--- src/rtl/rotator_pkg.sv ---
// Shared types and constants for the sequential rotate engine.
//   rot_dir_t    : rotate direction (right = 0, left = 1)
//   rot_state_t  : control FSM states of seq_rotator
//   ROT_STEP_MAX : largest rotate distance applied in one clock
package rotator_pkg;

  typedef enum logic {
    ROT_RIGHT = 1'b0,
    ROT_LEFT  = 1'b1
  } rot_dir_t;

  typedef enum logic [1:0] {
    IDLE,
    ROTATE,
    DONE
  } rot_state_t;

  localparam int ROT_STEP_MAX = 3;

endpackage

--- src/rtl/rot_step.sv ---
// Combinational 0..3-position rotator, the same small step used by the
// combinational rotators elsewhere in the library.
// Ports:
//   data    [N-1:0] : word to rotate
//   step    [1:0]   : rotate distance, 0..3
//   dir             : ROT_RIGHT or ROT_LEFT
//   rotated [N-1:0] : data rotated by step in direction dir
module rot_step
  import rotator_pkg::*;
#(
  parameter int N = 8
) (
  input  logic [N-1:0] data,
  input  logic [1:0]   step,
  input  rot_dir_t     dir,
  output logic [N-1:0] rotated
);

  // Rotation as a shift of the word concatenated with itself: the bits that
  // fall off one end come back in from the other copy.
  logic [2*N-1:0] doubled;
  logic [2*N-1:0] shifted;

  always_comb begin
    doubled = {data, data};
    shifted = '0;
    rotated = '0;
    if (dir == ROT_LEFT) begin
      shifted = doubled << step;
      rotated = shifted[2*N-1:N];
    end else begin
      shifted = doubled >> step;
      rotated = shifted[N-1:0];
    end
  end

endmodule

--- src/rtl/seq_rotator.sv ---
// Multi-cycle rotate engine. Rotates an N-bit word left or right by 0..N-1
// positions, at most ROT_STEP_MAX positions per clock, through a single
// rot_step instance on the data register feedback path.
//
// Ports:
//   clk, reset          : clock (rising edge), asynchronous active-high reset
//   in_valid/in_ready   : request handshake
//   in_data, in_shamt   : word to rotate and rotate amount
//   in_dir              : 0 = rotate right, 1 = rotate left
//   out_valid/out_ready : result handshake
//   out_data            : rotated word (meaningful only while out_valid)
//   busy                : high in every state except IDLE
//   dbg_state           : current FSM state, for checkers and debug
//   op_count [15:0]     : completed-result counter, present only when the
//                         macro SEQ_ROTATOR_OPCOUNT_EN is defined
//
// Handshakes: a transfer happens on a rising edge where valid & ready are
// both high. in_ready is high only in IDLE; in_* are ignored otherwise, so a
// producer may drop in_valid while in_ready is low without losing anything.
// In DONE, out_valid and out_data stay stable until out_ready is seen; the
// engine then returns to IDLE, so no request is taken on the output
// handshake edge.
module seq_rotator
  import rotator_pkg::*;
#(
  parameter int N = 8,
  localparam int SHW = $clog2(N)
) (
  input  logic           clk,
  input  logic           reset,
  input  logic           in_valid,
  output logic           in_ready,
  input  logic [N-1:0]   in_data,
  input  logic [SHW-1:0] in_shamt,
  input  logic           in_dir,
  output logic           out_valid,
  input  logic           out_ready,
  output logic [N-1:0]   out_data,
  output logic           busy,
`ifdef SEQ_ROTATOR_OPCOUNT_EN
  output logic [15:0]    op_count,
`endif
  output rot_state_t     dbg_state
);

  rot_state_t     state, state_next;
  logic [N-1:0]   data_q;
  logic [SHW-1:0] rem_q;
  rot_dir_t       dir_q;

  logic [1:0]     step;
  logic [SHW-1:0] rem_next;
  logic [N-1:0]   data_rot;

  // Largest step that does not overshoot the remaining distance.
  always_comb begin
    if (rem_q >= SHW'(ROT_STEP_MAX)) begin
      step = 2'(ROT_STEP_MAX);
    end else begin
      step = rem_q[1:0];
    end
    rem_next = rem_q - SHW'(step);
  end

  rot_step #(.N(N)) u_rot_step (
    .data    (data_q),
    .step    (step),
    .dir     (dir_q),
    .rotated (data_rot)
  );

  // State register.
  always_ff @(posedge clk or posedge reset) begin
    if (reset) begin
      state <= IDLE;
    end else begin
      state <= state_next;
    end
  end

  // Next-state logic.
  always_comb begin
    state_next = state;
    case (state)
      IDLE: begin
        if (in_valid) begin
          state_next = (in_shamt == '0) ? DONE : ROTATE;
        end
      end
      ROTATE: begin
        if (rem_next == '0) begin
          state_next = DONE;
        end
      end
      DONE: begin
        if (out_ready) begin
          state_next = IDLE;
        end
      end
      default: state_next = IDLE;
    endcase
  end

  // Datapath registers: load on accept, step while rotating, hold otherwise.
  always_ff @(posedge clk or posedge reset) begin
    if (reset) begin
      data_q <= '0;
      rem_q  <= '0;
      dir_q  <= ROT_RIGHT;
    end else if (state == IDLE && in_valid) begin
      data_q <= in_data;
      rem_q  <= in_shamt;
      dir_q  <= rot_dir_t'(in_dir);
    end else if (state == ROTATE) begin
      data_q <= data_rot;
      rem_q  <= rem_next;
    end
  end

  // Output decode.
  always_comb begin
    in_ready  = (state == IDLE);
    out_valid = (state == DONE);
    busy      = (state != IDLE);
    out_data  = data_q;
    dbg_state = state;
  end

`ifdef SEQ_ROTATOR_OPCOUNT_EN
  // Counts output handshakes; wraps naturally at 16 bits.
  always_ff @(posedge clk or posedge reset) begin
    if (reset) begin
      op_count <= '0;
    end else if (out_valid && out_ready) begin
      op_count <= op_count + 16'd1;
    end
  end
`endif

endmodule

--- config.mk ---
export PLATFORM = sky130hd
export DESIGN_NAME = seq_rotator
export DESIGN_NICKNAME = d
export VERILOG_FILES = /design/src/rtl/rotator_pkg.sv /design/src/rtl/rot_step.sv /design/src/rtl/seq_rotator.sv
export SDC_FILE = /design/constraint.sdc
export NUM_CORES = 1
export LEC_CHECK = 0
export BUFFER_PORTS_ARGS = -buffer_cell sky130_fd_sc_hd__buf_2
export CAP_MARGIN = 25
export CORE_ASPECT_RATIO = 0.9
export CORE_UTILIZATION = 45
export DETAILED_ROUTE_END_ITERATION = 10
export PLACE_DENSITY = 0.68
export SETUP_SLACK_MARGIN = 0.15
export SLEW_MARGIN = 20
export SYNTH_ARGS = -nofsm -noshare
export SYNTH_HDL_FRONTEND = slang
export SYNTH_SLANG_ARGS = --single-unit
export TNS_END_PERCENT = 30
--- constraint.sdc ---
create_clock -name clk -period 5 [get_ports clk]
set_input_delay 0.5 -clock clk [delete_from_list [all_inputs] [get_ports clk]]
set_output_delay 0.5 -clock clk [all_outputs]
set_load 0.005 [all_outputs]
# [After elaboration in Yosys (flattened, before gate mapping)]
# Index checks and enable logic that the tools add are counted.
[classes] shift=2 n_lt_le_gt_ge=1 add_sub_neg=1 n_reduce_logical=7 eq_ne=5 n_mux=11
[op_table] cell="2-to-1 mux 8 bit" count=3
[op_table] cell="<< shifter 16 x 2 -> 16 bit" count=1
[op_table] cell="right shift 16 x 2 -> 8 bit" count=1
[op_table] cell="2-to-1 mux 2 bit" count=5
[op_table] cell="zero test 3 bit" count=2
[op_table] cell="2-to-1 mux 3 bit" count=2
[op_table] cell="case mux 2 bit (3 select lines)" count=1
[op_table] cell="inequality test 2 bit (second input constant)" count=2
[op_table] cell="nonzero test 2 bit" count=2
[op_table] cell=">= comparator 3 x 2 -> 1 bit (second input constant)" count=1
[op_table] cell="AND reduction 3 bit" count=1
[op_table] cell="subtractor 3 x 2 -> 3 bit" count=1
[op_table] cell="equality test 2 x 1 -> 1 bit (second input constant)" count=1
[op_table] cell="equality test 2 bit (second input constant)" count=1
[op_table] cell="zero test 2 bit" count=1
[op_table] cell="inequality test 2 x 1 -> 1 bit (second input constant)" count=1
[op_table] cell="logical AND 1 bit" count=1
[word_totals] elab_cells=31 out_inout_bits=13 input_bits=16 register_bits=14

# [Logic depth before layout (Yosys ltp)]
# Gate-level depths: netlist (run 1).
[depth] word_depth=6 depth_mapped=8 ltp_nobuf=6

# [Hierarchy]
# From an unflattened synthesis (run 1), not the netlist that was laid out.
[unflattened] cells_unflattened=138 area_unflattened_um2=1242.4
[by_module_without_submodules] mod="seq_rotator" cells_each=79 n_inst=1 area_per_inst_um2=820.8
[by_module_without_submodules] mod="rot_step" cells_each=59 n_inst=1 area_per_inst_um2=421.7

# [Worst setup path after synthesis (run 1)]
# No wires, ideal clock.
[synth_timing] path_kind="register to register" start="reg rem_q[1]" end="reg state[1] (netlist: dbg_state[1])" period_less_slack_ns=1.630 arrival_ns=1.554 setup_slack_ns=3.370 setup_time_ns=0.076 stages_incl_launch_ff=9 cell_sequence="dfrtp_1 -> buf_6 -> clkbuf_1 -> nand2b_1 -> ha_1 -> nand3b_1 -> a21oi_1 -> a22oi_1 -> o21ai_1"
[synth_between] elab_chain_cells=6
[synth_rtl] item="start: declaration" line_no="seq_rotator.sv:48" text="logic [SHW-1:0] rem_q;"
[synth_rtl] item="start signal: assignment" line_no="seq_rotator.sv:112" text="rem_q <= in_shamt;"
[synth_rtl] item="start signal: assignment" line_no="seq_rotator.sv:116" text="rem_q <= rem_next;"
[synth_rtl] item=">= comparator 3 x 2 -> 1 bit" line_no="seq_rotator.sv:57" text="if (rem_q >= SHW'(ROT_STEP_MAX)) begin"
[synth_rtl] item="2-to-1 mux 2 bit" line_no="seq_rotator.sv:57"
[synth_rtl] item="subtractor 3 x 2 -> 3 bit *" line_no="seq_rotator.sv:62" text="rem_next = rem_q - SHW'(step);"
[synth_rtl] item="zero test 3 bit *" line_no="seq_rotator.sv:91" text="if (rem_next == '0) begin"
[synth_rtl] item="inequality test 2 bit (no line) *"
[synth_rtl] item="AND reduction 3 bit (no line) *"
[synth_rtl] item="end signal: assignment" line_no="seq_rotator.sv:77" text="state <= state_next;"
[synth_rtl] item="end: declaration" line_no="seq_rotator.sv:46" text="rot_state_t state, state_next;"
# Mark *: on every way between the ends. The rest lies on a longest branch, timed or not.
# A chain may end at the register's enable or synchronous reset.

# [Worst setup path in the final report (run 1)]
[layout_timing] start="reg rem_q[2]" end="reg state[1] (netlist: dbg_state[1])"
# Same word-level chain as after synthesis.

==> flow_metrics.env, run 1 <==
export IMPL_core_area_um2=2750
export IMPL_crit_family="flip-flops"
export IMPL_crit_path_end_kind="flip-flop"
export IMPL_htreeDepth=1
export IMPL_io_pins=29
export IMPL_crit_chain="nand2b_1 -> ha_1 -> nand3b_1 -> a21oi_1 -> a22oi_1 -> o21ai_1"
export IMPL_r2r_start="rem_q[2]"
export IMPL_portBuffers=28
export IMPL_setup_viol=0
export IMPL_clock_skew_ps=4.92
export IMPL_worstSetupEndpoint="dbg_state[1]"
export IMPL_slowest_stage="dfrtp_1"
export IMPL_required_ps=5230
export IMPL_hp_class="in2async"
export IMPL_path_depth=6
export IMPL_ys_warn_count=0
export IMPL_cp_startpoint="rem_q[2]"
export IMPL_ys_seq_elements=14
export IMPL_p_leak_nw=0.607
export IMPL_max_freq_ghz=0.513
export IMPL_arrival_ps=2170
export IMPL_rows=18
export IMPL_drv_slew=0
export IMPL_fin_tns_setup_ps=0
export IMPL_dpl_hpwl_mm=2.28
export IMPL_drc_errors=0
export IMPL_clkLatencyLatePin_ps=290
export IMPL_synth_cells=161
export IMPL_power_density_nw_per_um2=738
export IMPL_grt_max_degree=23
export IMPL_totalWireLength_mm=3.40
export IMPL_drt_initial_drc_count=84
export IMPL_slew_headroom=0.421
export IMPL_grt_pass1_wl_mm=5.63
export IMPL_cp_max_fo=22
export IMPL_nNetsFinal=196
export IMPL_vias=1294
export IMPL_outcome="finished, final reports clean"
export IMPL_die_area_um2=3100
export IMPL_utilization=0.522
export IMPL_synth_cell_types=44
export IMPL_dr_pass1_iters=4
export IMPL_cp_buffers_inverters=0
export IMPL_cap_viol_max_count=0
export IMPL_grt_pass1_vias=1145
export IMPL_cts_buffers_inserted=3
export IMPL_ff2ff_path_depth=6
export IMPL_syn_to_final_growth_pct=10.6
export IMPL_cp_start_kind="flip-flop"
export IMPL_grt_util_all_layers=0.244
export IMPL_avgSynthCellArea_um2=8.05
export IMPL_worstSetupPathType="reg2reg"
export IMPL_start_util=0.472
export IMPL_cts_sinks=14
export IMPL_place_congestion=0.942
export IMPL_post_cts_buffers=0
export IMPL_netlist_area_um2=1300
export IMPL_reg2reg_slack_ps=3050
export IMPL_vias_per_cell=5.94
export IMPL_cts_resized=0
export IMPL_drive_gt1_frac=0.230
export IMPL_final_hold_violation_count=0
export IMPL_grt_setup_unrepaired="false"
export IMPL_antenna_found_initial=0
export IMPL_die_y_um=52.9
export IMPL_r2r_end="dbg_state[1]"
export IMPL_wl_per_cell_um=15.6
export IMPL_n_antenna_cell=0
export IMPL_synth_nets=178
export IMPL_period_share=0.390
export IMPL_ctsHoldBuffers=0
export IMPL_detail_route_antenna_nets=0
export IMPL_ys_seq_area_frac=0.270
export IMPL_worst_slew_pin_slew_ps=865
export IMPL_clk_pin_slew_ps=100
export IMPL_cts_root_buffer="clkbuf_4"
export IMPL_clockBufferDepth=2
export IMPL_overflow=0
export IMPL_period_minus_slack_ps=1950
export IMPL_die_w_um=58.6
export IMPL_tritoncts="done"
export IMPL_vdd_drop_max_v=0.000386
export IMPL_crit_path_max_incr_delay_ps=820
## cell families after synthesis
logic type,synth area share
compound gates,0.291
simple gates,0.236
buf+inv,0.0917
flops,0.270
fa+ha+maj,0.00965
mux,0.101
## how the worst min path moves through the flow
| stage | startpoint | endpoint | slack [ps] |
|---|---|---|---|
| after floorplan | reset | dbg_state[0] | 390 |
| after global placement | dbg_state[1] | dbg_state[1] | 570 |
| after detailed placement | dbg_state[1] | dbg_state[1] | 580 |
| after CTS | reset | dbg_state[1] | 270 |
| after global routing | reset | out_data[2] | 290 |
| final | reset | out_data[2] | 250 |
## cells in the mapped netlist, drive strengths merged
library cell / count / area (um2)
nand3b: 1 / 7.51
inv: 8 / 30.0
a221o: 1 / 10.0
buf: 11 / 73.8
clkbuf: 4 / 15.0
o2111a: 1 / 11.3
nor4b: 1 / 8.76
nor3: 5 / 25.0
mux2i: 6 / 60.1
a31o: 2 / 17.5
or3: 2 / 12.5
nor3b: 1 / 12.5
nor2: 6 / 30.0
or2: 3 / 21.3
o21ai: 18 / 90.1
and3: 2 / 12.5
a311oi: 1 / 8.76
nand3: 4 / 20.0
dfrtp: 14 / 350
nand2: 13 / 48.8
o22ai: 3 / 18.8
a21oi: 17 / 85.1
a211oi: 5 / 37.5
o221ai: 1 / 15.0
o31ai: 1 / 7.51
a31oi: 3 / 18.8
nand2b: 8 / 50.1
o211ai: 2 / 15.0
a41oi: 1 / 8.76
or3b: 2 / 20.0
a22oi: 2 / 15.0
ha: 1 / 12.5
nor2b: 6 / 37.5
o2111ai: 2 / 17.5
mux4: 3 / 71.3
## power breakdown
group / switching [mW] / internal [mW]
combinational: 0.306 / 0.308
sequential: 0.186 / 0.169
clock: 0.0440 / 0.0444
## flip-flops by register name, summed over array words and instances, names as in the netlist
| register | flops |
|---|---|
| dir_q | 1 |
| rem_q | 3 |
| out_data | 8 |
| dbg_state | 2 |
## cell type report
cell class | count | area (um2)
clock buffers | 4 | 36.3
multi-input cells | 124 | 827
fillers | 280 | 1310
repair buffers | 28 | 140
inverters | 8 | 30.0
flip-flops and latches | 14 | 350
well taps | 40 | 50.0
## placed cells by master, fill, tap and decap left out, drive strengths merged, types with 2 or more instances in the layout
| cell | count |
|---|---|
| a22oi | 2 |
| or2 | 3 |
| a211oi | 5 |
| nand2 | 13 |
| mux4 | 3 |
| clkbuf | 4 |
| or3 | 2 |
| a21oi | 17 |
| nor3 | 5 |
| and3 | 2 |
| nand3 | 4 |
| o2111ai | 2 |
| dfrtp | 14 |
| nand2b | 8 |
| inv | 8 |
| o22ai | 3 |
| o21ai | 18 |
| nor2 | 6 |
| mux2i | 6 |
| o211ai | 2 |
| buf | 28 |
| nor2b | 6 |
| or3b | 2 |
| a31o | 2 |
| a31oi | 3 |
## layer usage
| layer | routed length, um | vias to the layer above | part of all wire | GRT usage |
|---|---|---|---|---|
| li1 | - | 625 | - | - |
| met1 | 1520 | 597 | 0.45 | 0.309 |
| met2 | 1590 | 63 | 0.47 | 0.431 |
| met3 | 236 | 9 | 0.069 | 0.0538 |
| met4 | 49 | 0 | 0.014 | 0.0476 |
| met5 | 0 | - | 0 | 0 |
## metrics by stage
step           setup WS [ps]  total power [mW]  hold slack, ps  cell area, um2  instances
6_report                3050              1.06             248            1430        218
5_1_grt                 2910              1.15             287            1430        218
4_1_cts                 3080              1.05             270            1430        218
3_5_place_dp            3060             0.963             585            1400        214
3_3_place_gp            3120             0.947             571            1400        214
2_1_floorplan           3370             0.829             389            1300        161
Note: power is estimated with default switching activity, not from simulation.
==> run 2: changes to the inputs <==
--- a/config.mk
+++ b/config.mk
@@ -10,7 +10,7 @@
 export CORE_ASPECT_RATIO = 0.9
 export CORE_UTILIZATION = 45
 export DETAILED_ROUTE_END_ITERATION = 10
-export PLACE_DENSITY = 0.68
+export PLACE_DENSITY = 0.71
 export SETUP_SLACK_MARGIN = 0.15
 export SLEW_MARGIN = 20
 export SYNTH_ARGS = -nofsm -noshare
==> constraint.sdc (replaced) <==
create_clock -name clk -period 1.79 [get_ports clk]
set_input_delay 0.179 -clock clk [delete_from_list [all_inputs] [get_ports clk]]
set_output_delay 0.179 -clock clk [all_outputs]
set_load 0.005 [all_outputs]
==> flow_metrics.env, run 2 (synthesis results as in run 1) <==
export IMPL_outcome="finished, final reports clean"
export IMPL_postLayoutCellArea_um2=1560
export IMPL_clock_skew_ps=2.67
export IMPL_utilization=0.566
export IMPL_internal_power_mw=1.64
export IMPL_die_area_um2=3100
export IMPL_die_w_um=58.6
export IMPL_detail_route_antenna_nets=0
export IMPL_cts_sinks=14
export IMPL_syn_to_final_growth_pct=20.1
export IMPL_final_hold_violation_count=0
export IMPL_slew_headroom=0.617
export IMPL_max_freq_ghz=0.630
export IMPL_arrival_ps=1750
export IMPL_crit_family="flip-flops"
export IMPL_clkLatencyLatePin_ps=290
export IMPL_power_frac_clock=0.060
export IMPL_worstSetupPathType="reg2reg"
export IMPL_vias=1381
export IMPL_crit_path_end_kind="flip-flop"
export IMPL_layout_commonest_cell="buf_2"
export IMPL_portBuffers=28
export IMPL_cp_start_kind="flip-flop"
export IMPL_p_comb_frac=0.695
export IMPL_wl_per_cell_um=16.1
export IMPL_vias_per_cell=5.95
export IMPL_n_antenna_cell=0
export IMPL_totalWireLength_mm=3.73
export IMPL_cts_root_buffer="clkbuf_4"
export IMPL_largest_reg_flops=8
export IMPL_pwr_share_seq=0.245
export IMPL_worst_slew_pin_slew_ps=574
export IMPL_slowest_stage="dfrtp_2"
export IMPL_p_sw_frac=0.492
export IMPL_drt_initial_drc_count=59
export IMPL_p_switching_mw=1.59
export IMPL_rows=18
export IMPL_grt_max_degree=18
export IMPL_dr_pass1_iters=4
export IMPL_setup_viol=0
export IMPL_cts_buffers_inserted=3
export IMPL_place_congestion=0.891
export IMPL_io_pins=29
export IMPL_clockBufferDepth=2
export IMPL_grt_util_all_layers=0.267
export IMPL_cap_viol_max_count=0
export IMPL_dp_cells=227
export IMPL_crit_chain="buf_4 -> or2_4 -> mux4_1 -> a21oi_1 -> o21ai_1"
export IMPL_htreeDepth=1
export IMPL_vdd_drop_max_v=0.00128
export IMPL_placed_area_um2=1500
export IMPL_fin_tns_setup_ps=0
export IMPL_grt_pass1_vias=1228
export IMPL_nNetsFinal=211
export IMPL_start_util=0.472
export IMPL_cp_buffers_inverters=1
export IMPL_drive_gt1_frac=0.307
export IMPL_drv_slew=0
export IMPL_antenna_found_initial=0
export IMPL_overflow=0
export IMPL_hp_class="in2reg"
export IMPL_drc_errors=0
export IMPL_period_minus_slack_ps=1590
export IMPL_p_leak_nw=0.684
export IMPL_power_density_nw_per_um2=2080
export IMPL_grt_setup_unrepaired="true"
export IMPL_required_ps=1950
export IMPL_clk_pin_slew_ps=90
export IMPL_fin_cells=232
export IMPL_tritoncts="done"
export IMPL_dpl_hpwl_mm=2.61
export IMPL_crit_path_max_incr_delay_ps=460
export IMPL_grt_pass1_wl_mm=6.07
export IMPL_period_share=0.887
export IMPL_die_y_um=52.9
export IMPL_core_area_um2=2750
export IMPL_layout_common_cells="buf_2, a21oi_1, nand2_1, buf_4"
export IMPL_cp_max_fo=14
## run 2: what timing repair did
item                                   4_1_cts  5_1_grt
hold buffers                                 1        0
gates resized for setup                      2        4
buffers inserted                             0        1
setup endpoints to repair                    2        5
endpoints found under the hold margin       14        0
## run 2: worst paths after layout
kind                                    from           end  slack, ps  cells past startpoint
worst min register to register  dbg_state[1]  dbg_state[1]        630                      1
worst max register to register      rem_q[2]   out_data[0]        200                      5
worst min-delay path                  in_dir         dir_q         90                      3
min in group asynchronous              reset   out_data[3]        480                      3
max in group asynchronous              reset      rem_q[2]        910                      3
worst max-delay path                rem_q[2]   out_data[0]        200                      5
## run 2: layer usage
metal,vias to the layer above,routed length (um),GRT usage,part of all wire
li1,655,-,-,-
met1,665,1620,0.324,0.44
met2,55,1870,0.479,0.50
met3,6,194,0.0489,0.052
met4,0,40,0.0833,0.011
met5,-,0,0,0
## run 2: area by class of cell
cell class              instances  area (um2)
inverters                       8        30.0
multi-input cells             124         841
clock buffers                   3        22.5
well taps                      40        50.0
fillers                       269        1190
repair buffers                 43         260
flip-flops and latches         14         353
## run 2: stage by stage
stage,total power [mW],hold WS [ps],worst slack (ps)
CTS,3.15,77.3,161
finish,3.23,86.3,202
detailed placement,2.92,275,136
global route,3.50,112,139
global placement,2.88,265,172
floorplan,2.32,68.2,160
## run 2: worst register-to-register path, delay by kind of cell, from the launching register on
kind	cells	cell delay, ps
and+or+nand+nor	1	290
DFF	1	460
AOI/OAI and AO/OA	2	270
muxes	1	240
buffers and inverters	1	200
## run 2: power by group through the flow
stage	logic (mW)	registers [mW]	clock network, mW
CTS	2.15	0.791	0.204
global placement	2.10	0.783	0
global route	2.47	0.821	0.211
detailed placement	2.13	0.793	0
finish	2.25	0.794	0.193
floorplan	1.63	0.683	0
==> run 3: changes to the inputs <==
--- a/config.mk
+++ b/config.mk
@@ -5,12 +5,13 @@
 export SDC_FILE = /design/constraint.sdc
 export NUM_CORES = 1
 export LEC_CHECK = 0
+export ABC_AREA = 1
 export BUFFER_PORTS_ARGS = -buffer_cell sky130_fd_sc_hd__buf_2
 export CAP_MARGIN = 25
 export CORE_ASPECT_RATIO = 0.9
 export CORE_UTILIZATION = 45
 export DETAILED_ROUTE_END_ITERATION = 10
-export PLACE_DENSITY = 0.71
+export PLACE_DENSITY = 0.72
 export SETUP_SLACK_MARGIN = 0.15
 export SLEW_MARGIN = 20
 export SYNTH_ARGS = -nofsm -noshare
==> flow_metrics.env, run 3 <==
export IMPL_vias_per_cell=5.23
export IMPL_crit_chain="nand2_2 -> nand2_2 -> nand2_1 -> ha_1 -> inv_1 -> nand2_1 -> o21ai_2 -> nand3_1 -> o21ai_0"
export IMPL_rows=17
export IMPL_outcome="finished, final reports clean"
export IMPL_dpl_hpwl_mm=2.36
export IMPL_p_leak_nw=0.777
export IMPL_die_area_um2=2850
export IMPL_overflow=0
export IMPL_fin_tns_setup_ps=0
export IMPL_required_ps=2010
export IMPL_crit_path_end_kind="flip-flop"
export IMPL_die_y_um=50.7
export IMPL_avgSynthCellArea_um2=6.35
export IMPL_drt_initial_drc_count=53
export IMPL_htreeDepth=1
export IMPL_utilization=0.572
export IMPL_async_reset_ff_frac=1.00
export IMPL_detail_route_antenna_nets=0
export IMPL_p_comb_frac=0.697
export IMPL_wl_per_cell_um=12.5
export IMPL_pwr_share_seq=0.225
export IMPL_cp_buffers_inverters=1
export IMPL_worst_slew_pin_slew_ps=585
export IMPL_setup_viol=0
export IMPL_cts_buffers_inserted=3
export IMPL_vias=1292
export IMPL_slew_headroom=0.610
export IMPL_core_area_um2=2470
export IMPL_synthTopCellsByCount="nand2_1, nand3_1, inv_1"
export IMPL_netlist_area_um2=1190
export IMPL_cts_sinks=14
export IMPL_power_frac_clock=0.079
export IMPL_antenna_found_initial=0
export IMPL_synth_cells=187
export IMPL_layout_commonest_cell="nand2_1"
export IMPL_place_congestion=0.851
export IMPL_grt_pass1_vias=1179
export IMPL_die_w_um=56.1
export IMPL_clock_skew_ps=10.3
export IMPL_synth_compound_area_frac=0.0938
export IMPL_p_switching_mw=1.64
export IMPL_slowest_stage="dfrtp_1"
export IMPL_clkLatencyLatePin_ps=290
export IMPL_clk_pin_slew_ps=100
export IMPL_ys_seq_elements=14
export IMPL_power_density_nw_per_um2=2140
export IMPL_period_minus_slack_ps=1610
export IMPL_layout_common_cells="nand2_1, nand3_1, buf_2"
export IMPL_drc_errors=0
export IMPL_synth_top_area_cell="dfrtp_1"
export IMPL_synth_edf_count=0
export IMPL_synth_top_family_by_area="simple AND/OR/NAND/NOR gates"
export IMPL_muxShareOfSynthArea=0
export IMPL_largest_reg_flops=8
export IMPL_totalWireLength_mm=3.10
export IMPL_dr_pass1_iters=4
export IMPL_start_util=0.481
export IMPL_vdd_drop_max_v=0.00123
export IMPL_ys_seq_area_frac=0.295
export IMPL_drv_slew=0
export IMPL_p_sw_frac=0.544
export IMPL_synth_top_area_share=0.295
export IMPL_portBuffers=28
export IMPL_ys_warn_count=0
export IMPL_hp_class="in2reg"
export IMPL_period_share=0.900
export IMPL_synth_adder_area_share=0.0105
export IMPL_grt_util_all_layers=0.243
export IMPL_io_pins=29
export IMPL_grt_pass1_wl_mm=5.30
export IMPL_cp_start_kind="flip-flop"
export IMPL_tritoncts="done"
export IMPL_final_hold_violation_count=0
export IMPL_worstSetupPathType="reg2reg"
export IMPL_clockBufferDepth=2
export IMPL_synth_simple_area_share=0.501
export IMPL_synth_nets=204
export IMPL_nNetsFinal=237
export IMPL_synth_most_common_cell="nand2_1"
export IMPL_crit_path_max_incr_delay_ps=430
export IMPL_arrival_ps=1830
export IMPL_synth_area_leaders="dfrtp_1, nand2_1, nand3_1, inv_1, o21ai_0"
export IMPL_drive_gt1_frac=0.242
export IMPL_synth_cell_types=22
export IMPL_cap_viol_max_count=0
export IMPL_crit_family="simple AND/OR/NAND/NOR gates"
export IMPL_max_freq_ghz=0.621
export IMPL_syn_to_final_growth_pct=18.8
export IMPL_cp_max_fo=3
export IMPL_cts_root_buffer="clkbuf_4"
export IMPL_grt_max_degree=17
export IMPL_ys_flop_type="dfrtp_1"
export IMPL_grt_setup_unrepaired="true"
export IMPL_synth_xor_xnor_area_share=0.00738
export IMPL_internal_power_mw=1.38
export IMPL_n_antenna_cell=0
run 3: cell count changes after synthesis, moves of 5 or more:
cell      previous run  this run
a211oi_1             5         0
nand2b_1             8         0
nand2_1             13        81
a21oi_1             17         0
buf_4                5         0
mux2i_1              6         0
inv_1                7        15
nand3_1              4        31
nor2b_1              6         0
run 3: area by class of cell:
type | instances | area, um2
fillers | 241 | 1060
multi-input cells | 150 | 741
flip-flops and latches | 14 | 350
repair buffers | 31 | 165
inverters | 20 | 82.6
clock buffers | 4 | 36.3
well taps | 28 | 35.0
run 3: logic make-up after synthesis:
family,Yosys count
AOI/OAI and AO/OA,17
DFF,14
and+or+nand+nor,131
buffers and inverters,23
xor gates and xnor gates,1
adders and majority gates,1
run 3: layer usage:
metal,up-vias,GRT usage,part of all wire
li1,663,-,-
met3,6,0.0412,0.050
met1,581,0.321,0.47
met2,42,0.395,0.47
met5,-,0,0
met4,0,0.102,0.016
run 3: worst register-to-register path, delay by kind of cell (launching register included):
kind	cells	cell delay (ps)
fa+ha+maj	1	320
simple gates	5	430
flops	1	430
compound gates	2	290
buf+inv	1	70
run 3: worst paths after layout:
check	startpoint	cells after the start	end	slack, ps
min in group asynchronous	reset	3	dbg_state[1]	480
hold reg to reg	out_data[6]	2	out_data[6]	550
setup reg to reg	rem_q[1]	9	dbg_state[1]	180
hold / removal	in_dir	3	dir_q	120
max in group asynchronous	reset	3	out_data[6]	920
setup / recovery	rem_q[1]	9	dbg_state[1]	180
run 3: power by group through the flow:
stage	clock, mW	combinational [mW]	sequential [mW]
after floorplan	0	1.57	0.657
after global placement	0	1.96	0.681
after detailed placement	0	2.02	0.686
after CTS	0.242	2.06	0.672
after global routing	0.258	2.40	0.702
final	0.238	2.11	0.679
run 3: what timing repair did:
action / CTS / global route
setup endpoints to repair: 2 / 10
hold buffers: 1 / 0
buffers inserted: 1 / 0
cloned: 0 / 0
resized for setup: 2 / 3
hold endpoints to repair: 14 / 0
run 3: stage by stage:
step	cell area [um2]	setup WS (ps)	total power, mW	hold slack (ps)	std cells
after CTS	1400	154	2.98	114	247
after global routing	1410	59.4	3.36	115	247
after detailed placement	1340	48.3	2.70	267	241
final	1410	179	3.02	118	247
after floorplan	1190	255	2.23	68.2	187
after global placement	1340	173	2.64	253	241
